--- src/rtl/present_encrypt_sp_layer.sv ---
// PRESENT-80 encryption round substitution-permutation layer.
// Registers pLayer(sBoxLayer(din)) one clock after in_valid and provides a
// combinational forward S-box for the key-schedule nibble.
// Optional build macro: PRESENT_SP_INV_EN adds the inv input and an inverse
// path invS(invP(din)); without it only the forward tables are built.

// Forward PRESENT S-box as a 16-entry lookup
module present_sbox (
   input  logic [3:0] x_i,
   output logic [3:0] y_o
);
   // Table lookup
   always_comb begin
      y_o = 4'h0;
      case (x_i)
         4'h0: y_o = 4'hC;
         4'h1: y_o = 4'h5;
         4'h2: y_o = 4'h6;
         4'h3: y_o = 4'hB;
         4'h4: y_o = 4'h9;
         4'h5: y_o = 4'h0;
         4'h6: y_o = 4'hA;
         4'h7: y_o = 4'hD;
         4'h8: y_o = 4'h3;
         4'h9: y_o = 4'hE;
         4'hA: y_o = 4'hF;
         4'hB: y_o = 4'h8;
         4'hC: y_o = 4'h4;
         4'hD: y_o = 4'h7;
         4'hE: y_o = 4'h1;
         default: y_o = 4'h2;
      endcase
   end
endmodule

`ifdef PRESENT_SP_INV_EN
// Inverse PRESENT S-box as a 16-entry lookup
module present_inv_sbox (
   input  logic [3:0] x_i,
   output logic [3:0] y_o
);
   // Table lookup
   always_comb begin
      y_o = 4'h0;
      case (x_i)
         4'h0: y_o = 4'h5;
         4'h1: y_o = 4'hE;
         4'h2: y_o = 4'hF;
         4'h3: y_o = 4'h8;
         4'h4: y_o = 4'hC;
         4'h5: y_o = 4'h1;
         4'h6: y_o = 4'h2;
         4'h7: y_o = 4'hD;
         4'h8: y_o = 4'hB;
         4'h9: y_o = 4'h4;
         4'hA: y_o = 4'h6;
         4'hB: y_o = 4'h3;
         4'hC: y_o = 4'h0;
         4'hD: y_o = 4'h7;
         4'hE: y_o = 4'h9;
         default: y_o = 4'hA;
      endcase
   end
endmodule
`endif

module present_encrypt_sp_layer #(
   parameter logic [63:0] RESET_VALUE = 64'h0
) (
   input  logic        clk,
   input  logic        rst,
   input  logic        in_valid,
   input  logic [63:0] din,
   output logic [63:0] dout,
   output logic        out_valid,
   input  logic [3:0]  key_nib_in,
   output logic [3:0]  key_nib_out
`ifdef PRESENT_SP_INV_EN
   ,
   input  logic        inv
`endif
);
   logic [63:0] s_fwd;
   logic [63:0] p_fwd;
   logic [63:0] result;
   logic [63:0] dout_q, dout_d;
   logic        valid_q, valid_d;

   // Sixteen parallel S-boxes followed by the bit permutation (pure wiring)
   for (genvar gi = 0; gi < 16; gi++) begin : g_sbox
      present_sbox u_sbox (.x_i(din[4*gi +: 4]), .y_o(s_fwd[4*gi +: 4]));
   end

   for (genvar gi = 0; gi < 64; gi++) begin : g_play
      localparam int PI = (gi == 63) ? 63 : ((16 * gi) % 63);
      assign p_fwd[PI] = s_fwd[gi];
   end

   // Key-schedule nibble S-box, independent of clock and reset
   present_sbox u_key_sbox (.x_i(key_nib_in), .y_o(key_nib_out));

`ifdef PRESENT_SP_INV_EN
   logic [63:0] p_inv;
   logic [63:0] s_inv;

   // Inverse order: undo the permutation first, then the S-boxes
   for (genvar gi = 0; gi < 64; gi++) begin : g_iplay
      localparam int PI = (gi == 63) ? 63 : ((16 * gi) % 63);
      assign p_inv[gi] = din[PI];
   end

   for (genvar gi = 0; gi < 16; gi++) begin : g_isbox
      present_inv_sbox u_isbox (.x_i(p_inv[4*gi +: 4]), .y_o(s_inv[4*gi +: 4]));
   end

   assign result = inv ? s_inv : p_fwd;
`else
   assign result = p_fwd;
`endif

   // Next state: capture a new result only when din is valid, otherwise hold
   always_comb begin
      dout_d  = dout_q;
      valid_d = 1'b0;
      if (in_valid) begin
         dout_d  = result;
         valid_d = 1'b1;
      end
   end

   // Output register with synchronous reset taking priority over in_valid
   always_ff @(posedge clk) begin
      if (rst) begin
         dout_q  <= RESET_VALUE;
         valid_q <= 1'b0;
      end else begin
         dout_q  <= dout_d;
         valid_q <= valid_d;
      end
   end

   assign dout      = dout_q;
   assign out_valid = valid_q;
endmodule

--- config.mk ---
export PLATFORM = sky130hd
export DESIGN_NAME = present_encrypt_sp_layer
export DESIGN_NICKNAME = d
export VERILOG_FILES = /design/src/rtl/present_encrypt_sp_layer.sv
export SDC_FILE = /design/constraint.sdc
export NUM_CORES = 1
export LEC_CHECK = 0
export ABC_AREA = 0
export BUFFER_PORTS_ARGS = -buffer_cell sky130_fd_sc_hd__buf_2
export CAP_MARGIN = 10
export CORE_ASPECT_RATIO = 0.9
export CORE_UTILIZATION = 29
export CTS_BUF_LIST = sky130_fd_sc_hd__clkbuf_2
export DETAILED_ROUTE_END_ITERATION = 12
export SYNTH_ARGS = -nofsm -noshare
export SYNTH_HDL_FRONTEND = slang
export SYNTH_SLANG_ARGS = --single-unit
--- constraint.sdc ---
create_clock -name clk -period 3.23 [get_ports clk]
set_input_delay 0.4845 -clock clk [delete_from_list [all_inputs] [get_ports clk]]
set_output_delay 0.4845 -clock clk [all_outputs]
set_load 0.005 [all_outputs]
**Word level (Yosys, flattened, before mapping)**

Memories as Yosys holds them, arrays and structs flattened. A register that Yosys moved wholly into a read port is not among the register bits.
Index checks and enable logic that the tools add are counted.
Widths: inputs -> output; s select.

- Mux-type cells: 1

Operators by type and width:

| operator | number |
|---|---|
| $mux 1 | 1 |

- Register bits after elaboration: 1
- Bits in read-only memories: 1,088
- Bits of input ports: 71
- Output and inout bits: 69
- Logic and storage cells: 19
- Memories: 17

Memories:

| memory | depth | bits a word | rd ports | clocked after Yosys merged registers in | write ports | RTL line | source |
|---|---|---|---|---|---|---|---|
| (name not given) | 16 | 4 | 1 | 1 | 0 | 15 | `case (x_i)` |
| (name not given) | 16 | 4 | 1 | 1 | 0 | 15 |  |
| (name not given) | 16 | 4 | 1 | 1 | 0 | 15 |  |
| (name not given) | 16 | 4 | 1 | 1 | 0 | 15 |  |
| (name not given) | 16 | 4 | 1 | 1 | 0 | 15 |  |
| (name not given) | 16 | 4 | 1 | 1 | 0 | 15 |  |
| +11 memories | n/a | n/a | n/a | n/a | n/a | n/a |  |

**Logic depth before layout (Yosys ltp)**

- Depth in word-level cells: 1
- Depth in mapped cells: 5
- Mapped depth without buffers: 5

**By module**

Synthesis repeated with hierarchy kept, for this count alone.

- Cells, all modules: 514
- Area, all modules: 5,459.0 um2

Modules (own cells, without submodules):

| module | times used | cells each | area each (um2) | seq. area each (um2) |
|---|---|---|---|---|
| present_sbox | 17 | 18 | 185.2 | 0.0 |
| present_encrypt_sp_layer | 1 | 208 | 2,311.0 | 1,301.2 |

**Worst setup path before layout**

OpenSTA, ideal clock, no wires.

- Path kind: input -> output
- From: in key_nib_in[0]
- To: out key_nib_out[2]
- Arrival: 1.303 ns
- Data required time: 2.745 ns
- Path slack: 1.443 ns
- Cell stages on the path: 3
- Buffers on the path: 0
- Cells stage by stage: inv_1 > ha_1 > mux4_2

- Cells in the longest elaborated chain, start to end: 1

Ends and longest elaborated chain:

| item | RTL line | source |
|---|---|---|
| start, declared | 76 | `input logic [3:0] key_nib_in,` |
| $mem_v2 16x4 | n/a |  |
| end, declared | 77 | `output logic [3:0] key_nib_out` |

No other way between the ends.

**Worst setup path after layout**

Ends and elaborated chain as after synthesis.

==> flow_summary.json <==
{
  "min_path_cells": 2,
  "clk_pin_slew_worst_paths_ns": 0.18,
  "whs_ns": 0.148,
  "cpMostUsedCell": "sky130_fd_sc_hd__buf_2",
  "cts_tree": "yes",
  "yosys-top-cells-area": "sky130_fd_sc_hd__dfxtp_1 (24%), sky130_fd_sc_hd__ha_1 (20%), sky130_fd_sc_hd__mux2i_1 (5.7%)",
  "port_buffers": 139,
  "start_kind": "input port",
  "power.share.combinational": 0.293,
  "final_net_count": 906,
  "critical_path_class": "in2out",
  "p_sw_frac": 0.326,
  "cp.required_ns": 2.75,
  "critical_path.reg2reg.endpoint": "dout[7]",
  "drive_gt1_frac": 0.240,
  "grt_start_max_net_pins": 43,
  "synth_sequential_area_ratio": 0.239,
  "worst_slew_margin_rel": 0.471,
  "cts-htree-levels": 3,
  "cts-buffers-inserted": 9,
  "fin_total_pwr_w": 0.00210,
  "power.internal_w": 0.00141,
  "place_inst": 984,
  "die_height_um": 132,
  "place_hpwl_mm": 10.2,
  "cp.arrival_ns": 1.65,
  "finalSetupViolations": 0,
  "ctsRootBufferMaster": "sky130_fd_sc_hd__clkbuf_2",
  "cts-hold-fix-buffers": 0,
  "final_cells": 1001,
  "crit_fanout": 6,
  "switching_power_w": 0.000683,
  "die_outline_area_um2": 19300,
  "fin_crit_sh": 0.660,
  "synth_top_area_share": 0.239,
  "critPathSlowestCell": "sky130_fd_sc_hd__mux4_2",
  "synth.cell_area_um2": 5430,
  "postSynthNetCount": 791,
  "post_drt_via_cell_ratio": 4.83,
  "actual_transition_at_the_worst_max_transition_pin_ns": 0.794,
  "hold_class": "in2reg",
  "outcome": "complete, no violations",
  "report.final.slew_viol_count": 0,
  "regToRegSetupSlack_ns": 2.38,
  "cts_buffer_depth": 2,
  "fin_tns_setup_ns": 0,
  "rsz0062_at_grt": "no",
  "rr_worst_depth": 3,
  "seq_power_share": 0.431,
  "min_to": "dout[10]",
  "avgRoutedWirePerCell_um": 13.7,
  "cts_num_sinks": 65,
  "cells_after_synth": 635,
  "fin_worst_skew_ns": 0,
  "cts_resized": 0,
  "grt_util_all_layers": 0.145,
  "p_leak_nw": 3.09,
  "critPathLaunch": "key_nib_in[0]",
  "post_cts_setup_buffer_count": 0,
  "timing.hold.worst.start": "din[42]",
  "power_per_cell_area_nw_per_um2": 327,
  "antenna_violating_nets_post_route": 0,
  "number_of_enable_flip_flop_cells_after_synthesis": 0,
  "ys_async_sr_fraction": 0,
  "post_synth.cell_area_avg_um2": 8.56,
  "footprint_of_the_multi_input_gates_um2": 3700,
  "setup.worst_path.end_class": "output port",
  "overflow": 0,
  "achievable-frequency_ghz": 0.469,
  "ys_ff_latch": 65,
  "grt_pass1_wl_mm": 22.6,
  "drt_iter0_markers": 199,
  "number_of_global_route_vias_before_repair": 4450,
  "antenna_found_initial": 1,
  "drt_drc_violations_left": 0,
  "routed_wl_mm": 13.7,
  "route.vias.total": 4832,
  "vdd_ir_drop_max_mv": 0.170,
  "place_congestion": 0.795,
  "critical_path.max_stage_delay_ns": 0.47,
  "floorplan.initialDensity": 0.296,
  "utilization": 0.349,
  "worstReg2RegStart": "dout[7]",
  "total_of_fill_cells_in_the_finished_design": 1961,
  "fp.dieW_um": 146,
  "fin_crit_ns": 2.13,
  "clockPowerShare": 0.276,
  "synth-main-ff-cell": "sky130_fd_sc_hd__dfxtp_1",
  "yosysTopAreaCell": "sky130_fd_sc_hd__dfxtp_1",
  "insertion_delay_ns": 0.52,
  "detail_route.first_pass.iterations": 6,
  "critical_path.cell_chain": "buf_2 -> inv_1 -> ha_1 -> mux4_2 -> buf_2",
  "fp-row-count": 47,
  "io-pin-count": 140,
  "layout.area.seq_um2": 1300,
  "core_area_um2": 18300,
  "maxCapViolCount": 0,
  "hold_violations": 0,
  "yosysWarnings": 0,
  "ys_types": 44,
  "area_growth_syn_to_layout_pct": 17.9
}
-- metrics by stage --
stage               worst slack [ns]  instance area, µm²
global placement                1.13                6270
global route                    1.04                6410
floorplan                       1.44                5430
finish                          1.10                6410
CTS                             1.11                6400
detailed placement              1.11                6270
-- layout make-up --
cell class	count	share of cell area
Antenna cell	1	0.000391
Multi-Input combinational cell	468	0.577
Clock buffer	13	0.0102
Timing Repair Buffer	144	0.115
Clock inverter	3	0.0102
Tap cell	245	0.0479
Sequential cell	65	0.203
Inverter	62	0.0365
-- routing by layer --
layer,up-vias,track usage,part of all wire
met5,-,0,0
met4,0,0.0475,0.014
met3,13,0.0433,0.056
met2,115,0.225,0.44
met1,2210,0.191,0.49
li1,2494,-,-
-- power groups by stage --
stage	clock network (W)	logic, W	registers [W]
3_5_place_dp	0	0.000617	0.000921
4_1_cts	0.000624	0.000619	0.000905
6_report	0.000579	0.000613	0.000903
5_1_grt	0.000653	0.000690	0.000913
2_1_floorplan	0	0.000386	0.000923
3_3_place_gp	0	0.000610	0.000921
-- cells by family (layout without fill, tap and decap cells) --
logic type	after synthesis	count (layout)	share of synthesized area
AND/OR/NAND/NOR	171	171	0.149
AO/OA/AOI/OAI	156	156	0.219
buffers and inverters	102	222	0.0804
adder cells (fa/ha/maj)	85	85	0.196
flip-flops	65	65	0.239
multiplexers	40	40	0.0903
XOR/XNOR	16	16	0.0258
other	0	1	0
-- state kept, by name, summed over array words and instances, names as in the netlist --
register   count
dout          64
out_valid      1
-- worst max-delay path: cells and delay by family --
kind                     cells  cell delay (ns)
buffers and inverters        3             0.35
multiplexers                 1             0.47
adder cells (fa/ha/maj)      1             0.33
-- synthesized netlist by cell type, drive strengths merged, types with 2 or more instances --
cell type  number
and3            5
o311a           4
mux2i          31
clkbuf          6
o211ai          9
mux4            7
nand2          27
a211oi         25
o32ai          10
nor3            6
clkinv          2
nand3           8
buf            34
dfxtp          65
ha             85
nor4            5
mux2            2
nand2b          8
a311oi         15
nor2           72
o221a           2
nor3b           6
a2111oi        10
a211o          12
a31oi          11
o21a            9
a21o            2
xnor2          16
o21ai          34
o311ai          4
a21oi           7
or3             5
inv            59
nor2b          29
-- how the worst max path moves through the flow --
stage / end / slack, ns
2_1_floorplan: key_nib_out[2] / 1.44
3_3_place_gp: key_nib_out[2] / 1.13
3_5_place_dp: key_nib_out[2] / 1.11
4_1_cts: key_nib_out[2] / 1.11
5_1_grt: key_nib_out[2] / 1.04
6_report: key_nib_out[2] / 1.10
-- cells in the final DEF, fill, tap and decap left out, drive strengths merged, types with 5 or more instances in the layout --
master / Yosys / layout
xnor2: 16 / 16
buf: 34 / 144
o21ai: 34 / 34
a211o: 12 / 12
inv: 59 / 59
a211oi: 25 / 25
nor4: 5 / 5
nor2b: 29 / 29
or3: 5 / 5
and3: 5 / 5
a31oi: 11 / 11
a2111oi: 10 / 10
o211ai: 9 / 9
nand3: 8 / 8
nor3b: 6 / 6
a21oi: 7 / 7
a311oi: 15 / 15
nor2: 72 / 72
o21a: 9 / 9
nand2b: 8 / 8
clkbuf: 6 / 13
dfxtp: 65 / 65
o32ai: 10 / 10
ha: 85 / 85
nor3: 6 / 6
nand2: 27 / 27
mux4: 7 / 7
mux2i: 31 / 31
No activity file was read; power rests on OpenSTA's default activity.
